==> src/rtl/fb_fill_engine.sv <==
// Rectangle-fill writer for a 320x240 RGB444 framebuffer: clips a command to the
// screen and streams one registered pixel write per clock. Optional FB_FILL_CLEAR_EN adds clr_i.
module fb_fill_engine #(
  parameter int H_RES   = 320,
  parameter int V_RES   = 240,
  parameter int ADDR_W  = 17,
  parameter int COLOR_W = 12
) (
  input  logic               clk,
  input  logic               rst,
`ifdef FB_FILL_CLEAR_EN
  input  logic               clr_i,
`endif
  input  logic               cmd_valid_i,
  output logic               cmd_ready_o,
  input  logic [8:0]         x0_i,
  input  logic [7:0]         y0_i,
  input  logic [8:0]         x1_i,
  input  logic [7:0]         y1_i,
  input  logic [COLOR_W-1:0] color_i,
  output logic               we_o,
  output logic [ADDR_W-1:0]  addr_o,
  output logic [COLOR_W-1:0] wdata_o,
  output logic               busy_o,
  output logic               done_o
);

  typedef enum logic [1:0] {S_IDLE, S_SETUP, S_FILL} state_t;

  localparam logic [8:0]        H_LIM  = 9'(H_RES);
  localparam logic [8:0]        X_MAX  = 9'(H_RES - 1);
  localparam logic [7:0]        V_LIM  = 8'(V_RES);
  localparam logic [7:0]        Y_MAX  = 8'(V_RES - 1);
  localparam logic [ADDR_W-1:0] H_STEP = ADDR_W'(H_RES);

  state_t               state_q, state_d;
  logic [8:0]           x0_q, x0_d, x1_q, x1_d, cur_x_q, cur_x_d;
  logic [7:0]           y0_q, y0_d, y1_q, y1_d, cur_y_q, cur_y_d;
  logic [COLOR_W-1:0]   color_q, color_d, wdata_q, wdata_d;
  logic [ADDR_W-1:0]    row_base_q, row_base_d, addr_q, addr_d;
  logic                 last_q, last_d, we_q, we_d, done_q, done_d;

  // Pixel to emit this cycle and the (clamped) end corner it is scanned against
  logic [8:0]           px, ex;
  logic [7:0]           py, ey;
  logic [ADDR_W-1:0]    pbase;
  logic                 empty, emit;

  always_comb begin
    state_d    = state_q;
    x0_d       = x0_q;
    y0_d       = y0_q;
    x1_d       = x1_q;
    y1_d       = y1_q;
    color_d    = color_q;
    cur_x_d    = cur_x_q;
    cur_y_d    = cur_y_q;
    row_base_d = row_base_q;
    last_d     = last_q;
    addr_d     = addr_q;
    wdata_d    = wdata_q;
    we_d       = 1'b0;
    done_d     = 1'b0;
    px         = cur_x_q;
    py         = cur_y_q;
    pbase      = row_base_q;
    ex         = x1_q;
    ey         = y1_q;
    emit       = 1'b0;
    empty      = (x0_q > x1_q) || (y0_q > y1_q) || (x0_q >= H_LIM) || (y0_q >= V_LIM);

    case (state_q)
      S_IDLE: begin
        if (cmd_valid_i) begin
          x0_d    = x0_i;
          y0_d    = y0_i;
          x1_d    = x1_i;
          y1_d    = y1_i;
          color_d = color_i;
          state_d = S_SETUP;
        end
`ifdef FB_FILL_CLEAR_EN
        else if (clr_i) begin
          x0_d    = '0;
          y0_d    = '0;
          x1_d    = X_MAX;
          y1_d    = Y_MAX;
          color_d = '0;
          state_d = S_SETUP;
        end
`endif
      end
      S_SETUP: begin
        if (empty) begin
          done_d  = 1'b1;
          state_d = S_IDLE;
        end else begin
          // The first pixel is registered here so writes start the cycle FILL is entered
          ex      = (x1_q > X_MAX) ? X_MAX : x1_q;
          ey      = (y1_q > Y_MAX) ? Y_MAX : y1_q;
          x1_d    = ex;
          y1_d    = ey;
          px      = x0_q;
          py      = y0_q;
          pbase   = ADDR_W'(y0_q) * H_STEP;
          emit    = 1'b1;
          state_d = S_FILL;
        end
      end
      S_FILL: begin
        if (last_q) begin
          done_d  = 1'b1;
          state_d = S_IDLE;
        end else begin
          emit = 1'b1;
        end
      end
      default: state_d = S_IDLE;
    endcase

    if (emit) begin
      we_d    = 1'b1;
      addr_d  = pbase + ADDR_W'(px);
      wdata_d = color_q;
      last_d  = (px == ex) && (py == ey);
      if (px == ex) begin
        cur_x_d    = x0_q;
        cur_y_d    = py + 8'd1;
        row_base_d = pbase + H_STEP;
      end else begin
        cur_x_d    = px + 9'd1;
        cur_y_d    = py;
        row_base_d = pbase;
      end
    end
  end

  always_ff @(posedge clk) begin
    if (rst) begin
      state_q    <= S_IDLE;
      x0_q       <= '0;
      y0_q       <= '0;
      x1_q       <= '0;
      y1_q       <= '0;
      color_q    <= '0;
      cur_x_q    <= '0;
      cur_y_q    <= '0;
      row_base_q <= '0;
      last_q     <= 1'b0;
      we_q       <= 1'b0;
      addr_q     <= '0;
      wdata_q    <= '0;
      done_q     <= 1'b0;
    end else begin
      state_q    <= state_d;
      x0_q       <= x0_d;
      y0_q       <= y0_d;
      x1_q       <= x1_d;
      y1_q       <= y1_d;
      color_q    <= color_d;
      cur_x_q    <= cur_x_d;
      cur_y_q    <= cur_y_d;
      row_base_q <= row_base_d;
      last_q     <= last_d;
      we_q       <= we_d;
      addr_q     <= addr_d;
      wdata_q    <= wdata_d;
      done_q     <= done_d;
    end
  end

  assign cmd_ready_o = (state_q == S_IDLE);
  assign busy_o      = (state_q != S_IDLE);
  assign we_o        = we_q;
  assign addr_o      = addr_q;
  assign wdata_o     = wdata_q;
  assign done_o      = done_q;

endmodule
==> config.mk <==
export PLATFORM = sky130hd
export DESIGN_NAME = fb_fill_engine
export DESIGN_NICKNAME = d
export VERILOG_FILES = /design/src/rtl/fb_fill_engine.sv
export SDC_FILE = /design/constraint.sdc
export NUM_CORES = 1
export LEC_CHECK = 0
export CORE_UTILIZATION = 32
export CTS_BUF_LIST = sky130_fd_sc_hd__clkbuf_8
export DETAILED_ROUTE_END_ITERATION = 6
export PLACE_DENSITY_LB_ADDON = 0.05
export SYNTH_ARGS = -nofsm -noshare
export SYNTH_HDL_FRONTEND = slang
export SYNTH_SLANG_ARGS = --single-unit
==> constraint.sdc <==
create_clock -name clk -period 15.94 [get_ports clk]
set_input_delay 3.188 -clock clk [delete_from_list [all_inputs] [get_ports clk]]
set_output_delay 3.188 -clock clk [all_outputs]
set_load 0.02 [all_outputs]
Word-level counts from Yosys, hierarchy flattened

Cells that the tools add are included.

Bits in registers: 114
Bits of input ports: 49
Output and inout bits: 33
Logic and storage cells: 71

$add $sub $neg: 4
$mul: 1
Order comparisons: 6
Eq/ne operators: 6
Muxes and demuxes: 30
Reduce and logical (&&, ||, !) cells: 10

Operators by type and width:

| kind                                                      | number |
|---|---|
| 2-to-1 mux 9 bit                                          | 7 |
| 2-to-1 mux 8 bit                                          | 7 |
| 2-to-1 mux 17 bit                                         | 3 |
| case mux 9 bit (2 select lines)                           | 1 |
| adder 17 x 9 -> 17 bit                                    | 1 |
| adder 17 x 9 -> 17 bit (second input constant)            | 1 |
| case mux 8 bit (2 select lines)                           | 1 |
| multiplier 8 x 3 -> 11 bit (second input constant)        | 1 |
| adder 9 x 1 -> 9 bit (second input constant)              | 1 |
| == test 9 bit                                             | 1 |
| greater-or-equal comparator 9 bit (second input constant) | 1 |
| greater-than comparator 9 bit                             | 1 |
| greater-than comparator 9 bit (second input constant)     | 1 |
| adder 8 x 1 -> 8 bit (second input constant)              | 1 |
| == test 8 bit                                             | 1 |
| greater-or-equal comparator 8 bit (second input constant) | 1 |
| greater-than comparator 8 bit                             | 1 |
| greater-than comparator 8 bit (second input constant)     | 1 |
| 2-to-1 mux 2 bit                                          | 3 |
| case mux 2 bit (3 select lines)                           | 1 |
| AND reduction 2 bit                                       | 3 |
| 2-to-1 mux 1 bit                                          | 5 |
| != test 2 bit (second input constant)                     | 2 |
| case mux 1 bit (2 select lines)                           | 2 |
| 6 further kinds                                           | 9 |

Logic depth before layout (Yosys ltp)

Depth after elaboration: 8
Depth in mapped cells: 25
Gate-level depth less buffers: 22

Worst setup path before layout

Ideal clock, no wire load.

Kind: register to register
Start point: register x0_q[2]
End point: register addr_q[16] (netlist: addr_o[16])
Arrival: 4883 ps
Required time: 15824 ps
Slack: 10941 ps
Cell stages (with the launch flop): 24
Path buffers: 3
Clock period less this slack: 4999 ps
Cell sequence: dfxtp_1 > ha_1 > a21o_1 > a21o_1 > a2111o_1 > o211ai_1 > nand2_2 > clkbuf_1 > buf_2 > clkbuf_1 > o21ai_0 > ha_1 > inv_1 > fa_1 > nor2b_1 > o21a_1 > o21ai_0 > a21oi_1 > o21ai_0 > a21oi_1 > o21ai_0 > nor2_1 > mux2_2 > a31o_2

Word-level cells in the longest chain between the ends: 7
Elaborated cells between the ends (all ways): 12

Ends and longest elaborated chain:

| what                                                         | line | source |
|---|---|---|
| from (decl)                                                  | 37   | `logic [8:0] x0_q, x0_d, x1_q, x1_d, cur_x_q, cur_x_d;` |
| from (signal assigned)                                       | 141  | `x0_q <= '0;` |
| from (signal assigned)                                       | 156  | `x0_q <= x0_d;` |
| greater-than comparator 9 bit                                | 70   | `empty = (x0_q > x1_q) \|\| (y0_q > y1_q) \|\| (x0_q >= H_LIM) \|\| (y0_q >= V_LIM);` |
| logical OR 1 bit (3 in series)                               | 70   |  |
| 2-to-1 mux 17 bit / 2-to-1 mux 9 bit (equally long branches) | 94   | `if (empty) begin` |
| 2-to-1 mux 17 bit / 2-to-1 mux 9 bit (equally long branches) | 72   | `case (state_q)` |
| adder 17 x 9 -> 17 bit                                       | 123  | `addr_d = pbase + ADDR_W'(px);` |
| to (signal assigned)                                         | 166  | `addr_q <= addr_d;` |
| to (decl)                                                    | 40   | `logic [ADDR_W-1:0] row_base_q, row_base_d, addr_q, addr_d;` |

Several ways; a longest one is shown, not always the timed one.
A chain may end at the register's enable or synchronous reset.

Worst setup path in the final report

Start point: register y0_q[4]
End point: register addr_q[16] (netlist: addr_o[16])

Word-level cells in the longest chain between the ends: 7
Elaborated cells between the ends (all ways): 13

Ends and longest elaborated chain:

| what                           | line | source |
|---|---|---|
| from (decl)                    | 38   | `logic [7:0] y0_q, y0_d, y1_q, y1_d, cur_y_q, cur_y_d;` |
| from (signal assigned)         | 157  | `y0_q <= y0_d;` |
| greater-than comparator 8 bit  | 70   |  |
| logical OR 1 bit (2 in series) | 70   |  |
| logical OR 1 bit (*)           | 70   |  |
| 2-to-1 mux 17 bit (*)          | 94   |  |
| 2-to-1 mux 17 bit (*)          | 72   |  |
| via pbase[2]                   | 46   | `logic [ADDR_W-1:0] pbase;` |
| adder 17 x 9 -> 17 bit (*)     | 123  |  |

The timed path passes the listed nets; every way through them passes the cells marked *.

==> metrics.yaml <==
grt:
  grt_pass1_vias: 6521
  met3_usage: 0.0352
  grt_antenna_before_repair: 0
  grt.total_usage: 0.199
  grt_remaining_overflow: 0
  grt_util_met2: 0.339
  use_met1: 0.258
  grt_pass1_wl_mm: 34.7
  global_route.peak_usage_layer: "met2"
  grt_max_degree: 74
setup_path:
  crit_path_max_fanout: 42
  worst_setup_path_start_kind: "register"
  crit_chain: "ha_1, and4_4, nand4_4, and2_4, a311oi_2, nand2_2, buf_4, and2_1, ha_1, nor2b_1, o21a_1, o21ai_0, a21oi_1, o21ai_0, a21oi_1, o21ai_0, nor2_1, mux2_2, a31o_2"
  critical-path-max-stage-delay_ns: 0.63
  r2r_setup_slack_ns: 10.41
  setup.worst_path.end_class: "register"
  critical_path.top_delay_family: "compound AO/OA/AOI/OAI gates"
  critPathKind: "register to register"
  critPathSlowestCell: "dfxtp_1"
  cp.buffers_inverters: 1
  crit_top_cell: "o21ai_0"
  crit_required_ns: 16.29
  cp_data_arrival_time_ns: 5.88
cells_and_area:
  antenna_cells: 0
  design.final.nets: 1048
  final_area_um2: 8460
  area_growth_from_synthesis_to_layout_pct: 20.3
  finish.utilization: 0.397
  layout-drive-gt1-share: 0.0797
cts:
  cts-resized-gates: 0
  cts_root_buf: "clkbuf_8"
  cts_tree: "done"
  cts_hold_repair.buffers: 0
  cts.sink_count: 114
  number_of_cts_inserted_buffers: 17
  clk_pin_slew_ns: 0.09
  cts_buffer_depth: 2
  post_cts_setup_buffer_count: 0
  cts-htree-levels: 4
  clk_latency_ns: 0.45
timing:
  final-setup-viol-count: 0
  min_clock_period_post_route_ns: 5.53
  timing.final.hold_violations: 0
  final.setup_skew_ns: 0.0122
  timing.max_slew.rel_slack: 0.414
  grt_setup_unrepaired: "no"
  final_min_period_over_clock_period: 0.347
  report.final.slew_viol_count: 0
  timing.fmax_mhz: 181
  final.setup.tns_ns: 0
  timing_worst_slew_pin_value_ns: 0.879
logic_synthesis:
  synth.ff_latch_count: 114
  synth_nets: 989
  post_synth_most_frequent_cells: "181 x nand2_1, 114 x dfxtp_1, 99 x a21oi_1, 44 x ha_1, 39 x o21ai_0"
  ys.flop_type: "dfxtp_1"
  synth_area_leaders: "dfxtp_1 32%, nand2_1 9.7%, ha_1 7.8%"
  ys_async_sr_fraction: 0
  synth_top_area_share: 0.324
  postSynthAreaPerCell_um2: 7.87
  post_syn_area_um2: 7040
  synth_most_common_cell: "nand2_1"
  sequential_cell_area_fraction_in_the_yosys_report: 0.324
  synthesis.instances: 894
  synth.largest_area_cell: "dfxtp_1"
  synth.lib_cells_used.distinct: 78
  edff_count_synth: 0
  ys_warn_count: 0
power_and_ir_drop:
  totalPowerFinal_uw: 887
  switching_share: 0.378
  clkPwrFrac: 0.325
  pwr_density_cell_nw_per_um2: 105
  share_seq_of_total_power: 0.372
  power_frac_comb: 0.303
  power.static_leakage_uw: 0.00328
  cellInternalPower_uw: 552
  netSwitchingPower_uw: 335
  ir_drop_mv: 0.0576
die:
  placeableCoreArea_um2: 21300
  dieHeight_um: 150
  standard_cell_rows: 53
  start_util: 0.331
  die_footprint_um2: 22600
  io_pins: 82
  die_x_um: 150
placement:
  portBuffers: 81
  placedInstanceArea_um2: 8050
  place_hpwl_mm: 14.5
  weighted_congestion_reported_at_the_end_of_routability_driven_placement: 0.792
min_path:
  holdCritPathClass: "register to register"
drt:
  drt_first_pass_iters: 5
  wl_mm: 21.4
  drt_iter0_drc: 317
  wire_per_inst_um: 17.2
  total_vias_in_the_final_route: 6543
  number_of_nets_still_failing_antenna_checks_after_routing: 0
  viasPerCell: 5.27
  drc_errors: 0
flow_run:
  cap_viol_max_count: 0
status:
  status: "completed"
[registers in the layout, indices dropped and copies added, names as in the netlist]
register	count
wdata_o	12
done_o	1
x0_q	9
state_q	2
x1_q	9
row_base_q	17
we_o	1
y1_q	8
color_q	12
cur_x_q	9
last_q	1
y0_q	8
cur_y_q	8
addr_o	17
[cell families (layout without fill, tap and decap cells)]
logic type | after synthesis | count (layout) | share of synthesized area
compound gates | 241 | 241 | 0.219
xor+xnor | 35 | 35 | 0.0436
fa+ha+maj | 46 | 46 | 0.0839
buf+inv | 87 | 159 | 0.0507
flops | 114 | 114 | 0.324
mux | 33 | 33 | 0.0487
simple gates | 338 | 338 | 0.230
[layer usage]
layer  vias to the layer above  routed length [µm]
met1                      3121               10200
met5                         -                   0
li1                       3305                   -
met2                       103               10300
met4                         0                 181
met3                        14                 616
[through the flow]
stage	setup slack [ns]	hold slack [ns]	cells
finish	10.41	0.453	1241
global route	9.95	0.474	1241
CTS	10.44	0.454	1241
detailed placement	10.47	0.446	1209
global placement	10.54	0.444	1209
floorplan	10.94	0.428	894
[power groups by stage]
stage               Clock [µW]  Sequential (µW)  Combinational (µW)
finish                     288              330                 269
detailed placement           0              337                 270
global route               311              333                 300
CTS                        298              330                 271
global placement             0              337                 270
floorplan                    0              328                 197
[placed cells by master (no fill, tap or decap), drive strengths merged, types with 5 or more instances in the layout]
master / netlist / final
buf: 19 / 10
and3: 28 / 28
nor3: 13 / 13
clkdlybuf4s50: 0 / 80
nand3: 25 / 25
o21ai: 45 / 45
a31oi: 6 / 6
o211ai: 11 / 11
nor2: 30 / 30
nor4: 7 / 7
o221a: 10 / 10
a21o: 7 / 7
nand2: 182 / 182
inv: 37 / 43
mux2: 10 / 10
a21oi: 99 / 99
xnor2: 21 / 21
nand4: 7 / 7
xor2: 14 / 14
o21a: 6 / 6
mux2i: 23 / 23
and2: 9 / 9
a211oi: 9 / 9
nor2b: 7 / 7
a22oi: 5 / 5
clkbuf: 31 / 17
nand2b: 11 / 11
ha: 44 / 44
dfxtp: 114 / 114
[path summary, 6_finish.rpt]
kind	startpoint	end	depth (start not counted)
setup reg to reg	y0_q[4]$_SDFFE_PP0P_	addr_o[16]$_SDFFE_PP0P_	19
hold reg to reg	color_q[6]$_SDFFE_PP0P_	wdata_o[6]$_SDFFE_PP0P_	2
setup / recovery	y0_q[4]$_SDFFE_PP0P_	addr_o[16]$_SDFFE_PP0P_	19
hold / removal	color_q[6]$_SDFFE_PP0P_	wdata_o[6]$_SDFFE_PP0P_	2
[cell type report]
cell class,instances,area [µm²]
Sequential cell,114,2280
Clock inverter,15,173
Tap cell,275,344
Multi-Input combinational cell,693,4420
Inverter,37,139
Fill cell,2260,12800
Timing Repair Buffer,90,873
Clock buffer,17,234
[worst register-to-register path, cell delays in order, from the launching register on]
cell,delay [ns]
dfxtp_1,0.63
ha_1,0.22
and4_4,0.26
nand4_4,0.13
and2_4,0.17
a311oi_2,0.55
nand2_2,0.33
buf_4,0.39
and2_1,0.23
ha_1,0.32
nor2b_1,0.15
o21a_1,0.17
o21ai_0,0.31
a21oi_1,0.15
o21ai_0,0.24
a21oi_1,0.14
o21ai_0,0.43
nor2_1,0.13
mux2_2,0.29
a31o_2,0.20
Power figures use the tool's default switching activity.
